### src/rtl/gerencia_matriz_ram.sv
// Matrix manager: on inicia streams operands A and B out of RAM into flat buses; on grava writes the result matrix back.
// Load takes 2*N*N+1 cycles, store N*N; commands are accepted only while idle and are dropped while busy.
module gerencia_matriz_ram #(
  parameter int N      = 5,
  parameter int W      = 9,
  parameter int ADDR_W = 8,
  parameter int BASE_A = 0,
  parameter int BASE_B = 25,
  parameter int BASE_R = 50
) (
  input  logic              clk,
  input  logic              rst_n,
  input  logic              inicia,
  input  logic              grava,
  input  logic [N*N*W-1:0]  matriz_resultante,
  output logic [N*N*W-1:0]  matriz1,
  output logic [N*N*W-1:0]  matriz2,
  output logic [ADDR_W-1:0] ram_endereco,
  output logic [W-1:0]      ram_dado_escrita,
  output logic              ram_grava,
  input  logic [W-1:0]      ram_dado_leitura,
  output logic              ocupado,
  output logic              concluido
);

  localparam int     NN    = N * N;
  localparam int     M     = 2 * NN;
  localparam int     CNT_W = $clog2(M + 2);
  localparam longint SPAN  = longint'(1) << ADDR_W;

  localparam logic [CNT_W-1:0]  CNT_UM   = CNT_W'(1);
  localparam logic [CNT_W-1:0]  CNT_DOIS = CNT_W'(2);
  localparam logic [CNT_W-1:0]  CNT_NN   = CNT_W'(NN);
  localparam logic [CNT_W-1:0]  CNT_M    = CNT_W'(M);
  localparam logic [CNT_W-1:0]  CNT_FIM  = CNT_W'(M + 1);
  localparam logic [ADDR_W-1:0] END_A    = ADDR_W'(BASE_A);
  localparam logic [ADDR_W-1:0] END_B    = ADDR_W'(BASE_B);
  localparam logic [ADDR_W-1:0] END_R    = ADDR_W'(BASE_R);

  if (N < 1 || N > 8) begin : g_erro_n
    $fatal(1, "gerencia_matriz_ram: N must be within 1..8");
  end
  if (BASE_A + NN > SPAN || BASE_B + NN > SPAN || BASE_R + NN > SPAN) begin : g_erro_faixa
    $fatal(1, "gerencia_matriz_ram: a matrix region exceeds the RAM address space");
  end
  if (!((BASE_A + NN <= BASE_B) || (BASE_B + NN <= BASE_A)) ||
      !((BASE_A + NN <= BASE_R) || (BASE_R + NN <= BASE_A)) ||
      !((BASE_B + NN <= BASE_R) || (BASE_R + NN <= BASE_B))) begin : g_erro_sobreposicao
    $fatal(1, "gerencia_matriz_ram: matrix regions A, B and R overlap");
  end

  typedef enum logic [1:0] {OCIOSO, LER, ESCREVE, FIM} estado_t;

  estado_t            estado_q, estado_d;
  logic [CNT_W-1:0]   cnt_q, cnt_d;
  logic [M*W-1:0]     shadow_q, shadow_d;
  logic [NN*W-1:0]    snap_q, snap_d;
  logic [NN*W-1:0]    matriz1_q, matriz1_d;
  logic [NN*W-1:0]    matriz2_q, matriz2_d;
  logic [ADDR_W-1:0]  endereco_q, endereco_d;
  logic [W-1:0]       dado_q, dado_d;
  logic               grava_q, grava_d;
  logic               ocupado_q, ocupado_d;
  logic               concluido_q, concluido_d;

  always_comb begin
    estado_d    = estado_q;
    cnt_d       = cnt_q;
    shadow_d    = shadow_q;
    snap_d      = snap_q;
    matriz1_d   = matriz1_q;
    matriz2_d   = matriz2_q;
    endereco_d  = endereco_q;
    dado_d      = dado_q;
    grava_d     = 1'b0;
    ocupado_d   = ocupado_q;
    concluido_d = 1'b0;

    case (estado_q)
      OCIOSO: begin
        if (inicia) begin
          estado_d   = LER;
          ocupado_d  = 1'b1;
          cnt_d      = CNT_UM;
          endereco_d = END_A;
        end else if (grava) begin
          estado_d   = ESCREVE;
          ocupado_d  = 1'b1;
          cnt_d      = CNT_UM;
          snap_d     = matriz_resultante;
          grava_d    = 1'b1;
          endereco_d = END_R;
          dado_d     = matriz_resultante[W-1:0];
        end
      end

      // cnt_q is the index of the edge being evaluated: issue address k, capture data of k-2.
      LER: begin
        if (cnt_q < CNT_NN)
          endereco_d = END_A + ADDR_W'(cnt_q);
        else if (cnt_q < CNT_M)
          endereco_d = END_B + ADDR_W'(cnt_q - CNT_NN);

        if (cnt_q >= CNT_DOIS)
          shadow_d[(int'(cnt_q) - 2) * W +: W] = ram_dado_leitura;

        if (cnt_q == CNT_FIM) begin
          matriz1_d   = shadow_d[NN*W-1:0];
          matriz2_d   = shadow_d[M*W-1:NN*W];
          estado_d    = FIM;
          ocupado_d   = 1'b0;
          concluido_d = 1'b1;
        end else begin
          cnt_d = cnt_q + CNT_UM;
        end
      end

      ESCREVE: begin
        if (cnt_q == CNT_NN) begin
          estado_d    = FIM;
          ocupado_d   = 1'b0;
          concluido_d = 1'b1;
        end else begin
          grava_d    = 1'b1;
          endereco_d = END_R + ADDR_W'(cnt_q);
          dado_d     = snap_q[int'(cnt_q) * W +: W];
          cnt_d      = cnt_q + CNT_UM;
        end
      end

      FIM: begin
        estado_d = OCIOSO;
      end

      default: begin
        estado_d  = OCIOSO;
        ocupado_d = 1'b0;
      end
    endcase
  end

  always_ff @(posedge clk or negedge rst_n) begin
    if (!rst_n) begin
      estado_q    <= OCIOSO;
      cnt_q       <= '0;
      shadow_q    <= '0;
      snap_q      <= '0;
      matriz1_q   <= '0;
      matriz2_q   <= '0;
      endereco_q  <= '0;
      dado_q      <= '0;
      grava_q     <= 1'b0;
      ocupado_q   <= 1'b0;
      concluido_q <= 1'b0;
    end else begin
      estado_q    <= estado_d;
      cnt_q       <= cnt_d;
      shadow_q    <= shadow_d;
      snap_q      <= snap_d;
      matriz1_q   <= matriz1_d;
      matriz2_q   <= matriz2_d;
      endereco_q  <= endereco_d;
      dado_q      <= dado_d;
      grava_q     <= grava_d;
      ocupado_q   <= ocupado_d;
      concluido_q <= concluido_d;
    end
  end

  assign matriz1          = matriz1_q;
  assign matriz2          = matriz2_q;
  assign ram_endereco     = endereco_q;
  assign ram_dado_escrita = dado_q;
  assign ram_grava        = grava_q;
  assign ocupado          = ocupado_q;
  assign concluido        = concluido_q;

endmodule

### config.mk
export PLATFORM = sky130hd
export DESIGN_NAME = gerencia_matriz_ram
export DESIGN_NICKNAME = d
export VERILOG_FILES = /design/src/rtl/gerencia_matriz_ram.sv
export SDC_FILE = /design/constraint.sdc
export NUM_CORES = 2
export LEC_CHECK = 0
export CORE_ASPECT_RATIO = 0.5
export CORE_MARGIN = 4
export CORE_UTILIZATION = 30
export DETAILED_ROUTE_END_ITERATION = 8
export PLACE_DENSITY = 0.44
export SYNTH_ARGS = -nofsm -noshare
export SYNTH_HDL_FRONTEND = slang
export SYNTH_SLANG_ARGS = --single-unit
### constraint.sdc
create_clock -name clk -period 8.5 [get_ports clk]
set_input_delay 1.275 -clock clk [delete_from_list [all_inputs] [get_ports clk]]
set_output_delay 1.275 -clock clk [all_outputs]
set_load 0.02 [all_outputs]
; Word-level counts from Yosys, hierarchy flattened
; Index checks and enable logic that the tools add are counted.
[word_totals]
elab_cells = 83
out_inout_bits = 470
reg_bits = 1153
[op_classes]
n_reduce_logical = 10
n_lt_le_gt_ge = 3
muxes = 34
shifts = 3
n_addsub = 6
mul = 2
n_eq_ne = 13
bitwise = 1
[ops]
columns = cell, count
row1 = bitwise mux 450 bit, 1
row2 = two-way mux 450 bit, 1
row3 = variable shift 9 x 33 -> 450 bit (first input constant), 1
row4 = indexed part select 9 x 33 -> 450 bit, 1
row5 = indexed part select 225 x 11 -> 9 bit, 1
row6 = two-way mux 8 bit, 5
row7 = negation 12 -> 33 bit, 1
row8 = two-way mux 9 bit, 3
row9 = two-way mux 6 bit, 4
row10 = case mux 8 bit (3 select lines), 1
row11 = case mux 6 bit (3 select lines), 1
row12 = case mux 9 bit (2 select lines), 1
row13 = AND reduction 4 bit, 4
row14 = multiplier 7 x 5 -> 12 bit (second input constant), 1
row15 = inequality test 2 bit (second input constant), 6
row16 = multiplier 6 x 4 -> 10 bit (second input constant), 1
row17 = two-way mux 1 bit, 9
row18 = adder 6 x 7 -> 8 bit (first input constant), 1
row19 = two-way mux 2 bit, 4
row20 = case mux 2 bit (4 select lines), 1
row21 = adder 6 x 6 -> 7 bit (first input constant), 1
row22 = subtractor 6 x 2 -> 7 bit (second input constant), 1
row23 = subtractor 6 x 5 -> 7 bit (second input constant), 1
row24 = adder 6 x 1 -> 6 bit (second input constant), 1
row25 = other kinds (16), 20

; Logic depth before layout (Yosys ltp)
[logic_depth]
word_depth = 6
depth_mapped = 29
mapped_depth_nobuf = 23

; Worst setup path before layout
; Ideal clock, no wire load.
[synth_path]
kind = register -> register
startpoint = register cnt_q[2]
endpoint = register shadow_q[2]
setup_ns = 0.128
t_arrival_ns = 6.237
setup_slack_ns = 2.135
stages_incl_launch_ff = 24
t_required_ns = 8.372
path_cell_list = dfrtp_1 clkbuf_1 inv_1 buf_1 ha_1 nand2b_1 nor2_1 xor2_1 fa_1 inv_1 ha_1 ha_1 buf_4 nand2_1 o21ai_0 nor2_1 fa_1 clkinv_1 or4_1 nor4_4 nand3_2 a21o_1 a211oi_1 mux2_1
[synth_between]
elab_chain_cells = 6
word_cells_on_any_way = 8
cone_classes = 2 x add/sub / 1 x mul / 1 x order compare / 2 x shift / 2 x mux
[synth_lines]
columns = item, line
row1 = from (decl), 55  ; logic [CNT_W-1:0] cnt_q, cnt_d;
row2 = from (signal assigned), 157  ; cnt_q <= cnt_d;
row3 = subtractor 6 x 2 -> 7 bit, 105  ; shadow_d[(int'(cnt_q) - 2) * W +: W] = ram_dado_leitura;
row4 = multiplier 7 x 5 -> 12 bit, 105
row5 = negation 12 -> 33 bit, 105
row6 = indexed part select 9 x 33 -> 450 bit / variable shift 9 x 33 -> 450 bit (equally long branches), 105
row7 = bitwise mux 450 bit, 105
row8 = two-way mux 450 bit *, 104  ; if (cnt_q >= CNT_DOIS)
row9 = to (signal assigned), 158  ; shadow_q <= shadow_d;
row10 = to (decl), 56  ; logic [M*W-1:0] shadow_q, shadow_d;
; Mark *: on every way between the ends. The rest lies on a longest branch, timed or not.
; A chain may end at the register's enable or synchronous reset.

; Worst setup path in the final report
[layout_path]
startpoint = register cnt_q[1]
endpoint = register matriz2_q[79], in the netlist matriz2[79]
[layout_between]
elab_chain_cells = 6
word_cells_on_any_way = 10
cone_classes = 2 x add/sub / 1 x mul / 1 x order compare / 1 x eq/ne / 2 x shift / 2 x mux / 1 x reduce/logical
[layout_lines]
columns = item, line
row1 = subtractor 6 x 2 -> 7 bit, 105
row2 = multiplier 7 x 5 -> 12 bit, 105
row3 = negation 12 -> 33 bit, 105
row4 = indexed part select 9 x 33 -> 450 bit / variable shift 9 x 33 -> 450 bit (equally long branches), 105
row5 = bitwise mux 450 bit, 105
row6 = two-way mux 450 bit, 104
row7 = to (signal assigned), 161  ; matriz2_q <= matriz2_d;
row8 = to (decl), 59  ; logic [NN*W-1:0] matriz2_q, matriz2_d;
; Several ways; a longest one is shown, not always the timed one.

==> metrics.md <==
| Metric | Value |
|---|---|
| Worst slew margin | `12.2%` |
| P&R area growth vs syn | `23.9%` |
| Nets | `6305` |
| # fillers | `18200` |
| All-Layer GR Usage | `24.0%` |
| DP HPWL | `169000 µm` |
| FMAX | `128 MHz` |
| Share of layout cells above drive strength 1 | `13.2%` |
| Routed via count | `47500` |
| Yosys reg bits | `1153` |
| Mapped Avg Cell Area | `10.0 µm²` |
| CP Cell Sequence | `inv_1 > nand2_1 > nor3_1 > ha_1 > ha_1 > inv_1 > ha_1 > ha_1 > a21oi_1 > o21ai_0 > nor2_1 > fa_2 > nor2b_1 > and3_1 > a21oi_1 > buf_4 > nor2_4 > nand3_1 > nor2_1 > a21oi_1 > a21oi_1` |
| First-pass DRT Iterations | `5` |
| Antenna Nets Post-Route | `0` |
| RSZ-0062 raised after global routing | `false` |
| Max Transition Viols Final | `0` |
| Most frequent cells in the layout | `1150 x dfrtp_1, 759 x o21ai_0, 706 x clkdlybuf4s50_1, 504 x nand2_1, 500 x nor2_1` |
| Period minus WS final | `7.79 ns` |
| Crit Path Category | `flop to flop` |
| Top-area cell type share of the netlist area | `51.4%` |
| Overflow after GRT | `0` |
| Vias per std cell | `5.51` |
| Post-CTS Hold Buffers | `0` |
| Worst min path class | `flop to flop` |
| Die ar. | `0.195 mm²` |
| DR iter-0 viols | `4262` |
| Leading area contributor after synthesis | `dfrtp_1` |
| Clk_skew | `0.0855 ns` |
| Setup WS post-layout | `0.710 ns` |
| Ys Warns | `0` |
| Clk_lat worst skew | `0.77 ns` |
| # Post-CTS Setup Buffers | `0` |
| Mux share of post-synthesis cell area | `12.1%` |
| Register area | `0.0289 mm²` |
| Die W | `620 µm` |
| Critical Path Sink Type | `flop` |
| Count of cell types in the netlist | `93` |
| Top_reg_cell synth | `dfrtp_1` |
| Final Hold Fails | `0` |
| Initial core utilization | `30.4%` |
| CP max FO | `36` |
| Synth Area in Compound Gates | `19.4%` |
| Row count | `111` |
| Setup violators final | `0` |
| Drt drc | `0` |
| Post-route insts no fill | `8623` |
| Placer Congestion | `0.927` |
| DR WL/cell | `27.9 µm` |
| Initial antenna violation count | `31` |
| Placed insts | `8400` |
| Worst Setup Start Kind | `flop` |
| Largest cells by area after synthesis | `dfrtp_1 51%, mux2_2 7.0%, o21ai_0 6.8%` |
| Num CTS Buffers | `115` |
| Main combinational cell family by area after synthesis | `compound AO/OA/AOI/OAI gates` |
| XOR/XNOR share of the synthesized area | `0.259%` |
| Clock-pin slew on the worst setup and hold paths | `0.07 ns` |
| CTS tree | `yes` |
| H-tree depth | `3` |
| Setup TNS | `0 ns` |
| Place WS | `0.721 ns` |
| Fin util | `37.7%` |
| Post-Synth Simple-Gate Area | `12.1%` |
| CP Data Required Time | `9.16 ns` |
| MaxCap Viol Count | `0` |
| Io pins | `708` |
| CP max stage cell | `nor2_4` |
| Final WL | `240000 µm` |
| Post-synth design cell area | `0.0561 mm²` |
| Core area | `0.185 mm²` |
| CTS max path bufs | `3` |
| Vias in the first global route | `47400` |
| Die height | `314 µm` |
| EDFF count, synth | `0` |
| Sink Count | `1153` |
| Status | `complete, no violations` |
| Area share of fa/ha/maj cells after synthesis | `0.829%` |
| Post-CTS Resized | `0` |
| Clock root cell | `clkbuf_16` |
| Worst-margin pin slew | `1.32 ns` |
| Most common cell after layout, fill and taps aside | `dfrtp_1` |
| Port bufs | `707` |
| Post-Synthesis Cells | `5596` |
| Slowest stage delay, CP | `0.95 ns` |
| Final period util | `91.6%` |
| Global-route wire length before repair | `347000 µm` |
| Sequential share of the synthesized area | `51.4%` |
| Post-synth ARST share | `100%` |
| Post-Syn Nets | `5870` |
| Multi-input gate area | `0.0253 mm²` |
| Arr. time, crit path | `8.45 ns` |
| Pin count of the biggest net entering global routing | `195` |
==> final timing paths <==
check | startpoint | to | slack (ns) | cells after the start
min in group asynchronous | rst_n | snap_q[181] | 0.50 | 1
max in group asynchronous | rst_n | shadow_q[265] | 5.80 | 3
max reg2reg | cnt_q[1] | matriz2[79] | 0.71 | 21
min reg2reg | matriz1[133] | matriz1[133] | 0.47 | 2
max | cnt_q[1] | matriz2[79] | 0.71 | 21
min | matriz1[133] | matriz1[133] | 0.47 | 2
==> stage by stage <==
step | hold WS (ns) | instance area, µm²
after global placement | 0.465 | 65500
after CTS | 0.476 | 69500
final | 0.468 | 69600
after detailed placement | 0.460 | 65500
after global routing | 0.504 | 69500
after floorplan | 0.448 | 56100
==> worst max-delay path: cells and delay by family, from the launching register on <==
kind,cells,cell delay (ns)
AO/OA/AOI/OAI,5,1.05
adder cells (fa/ha/maj),5,2.02
buffers and inverters,3,0.48
flip-flops,1,0.40
AND/OR/NAND/NOR,8,3.70
==> cell type report <==
cell class                      instances  area share, %
Antenna cell                           13         0.0468
Inverter                               37          0.200
Clock buffer                          170           4.95
Timing Repair Buffer                  830           11.7
Clock inverter                         40          0.775
Sequential cell                      1153           41.5
Multi-Input combinational cell       3894           36.4
Tap cell                             2486           4.47
==> metal layers <==
layer / part of all wire, % / up-vias / global-route usage, % / routed length, µm
li1: - / 21300 / - / -
met1: 42 / 24400 / 31.3 / 101000
met2: 49 / 1472 / 40.4 / 117000
met3: 6.1 / 330 / 4.79 / 14500
met4: 3.1 / 28 / 6.85 / 7490
met5: 0.082 / - / 0 / 196
==> Yosys cell counts (all sizes together), types with 8 or more instances <==
cell type and count:
or4 11, mux2i 152, nand2 512, mux2 351, inv 35, nor3 77, or2 13, nor2 515
a221o 41, xnor2 9, nand2b 16, a21o 11, and2 11, or3 114, o41ai 24, nand4 52
o311ai 12, nand3 130, a31oi 220, and3 18, o21a 16, clkbuf 409, a211oi 8, o21ai 775
a22oi 16, mux4 59, o211ai 18, a21oi 211, o31ai 317, o2bb2ai 9, o22ai 40, nor2b 15
ha 34, buf 103, dfrtp 1153
==> cell families after synthesis <==
kind of cell	count (synthesis)
flops	1153
buf+inv	549
xor+xnor	14
simple gates	1503
mux	562
fa+ha+maj	36
compound gates	1779
==> flip-flops by register name, indices dropped and copies added (netlist names), 2 cells and up <==
signal and count:
cnt_q 6, estado_q 2, matriz1 225, matriz2 225
ram_dado_escrita 9, ram_endereco 8, shadow_q 450, snap_q 225
Power is not shown: default switching activity piles up to over one toggle a cycle in this logic, so the estimate is an artifact.
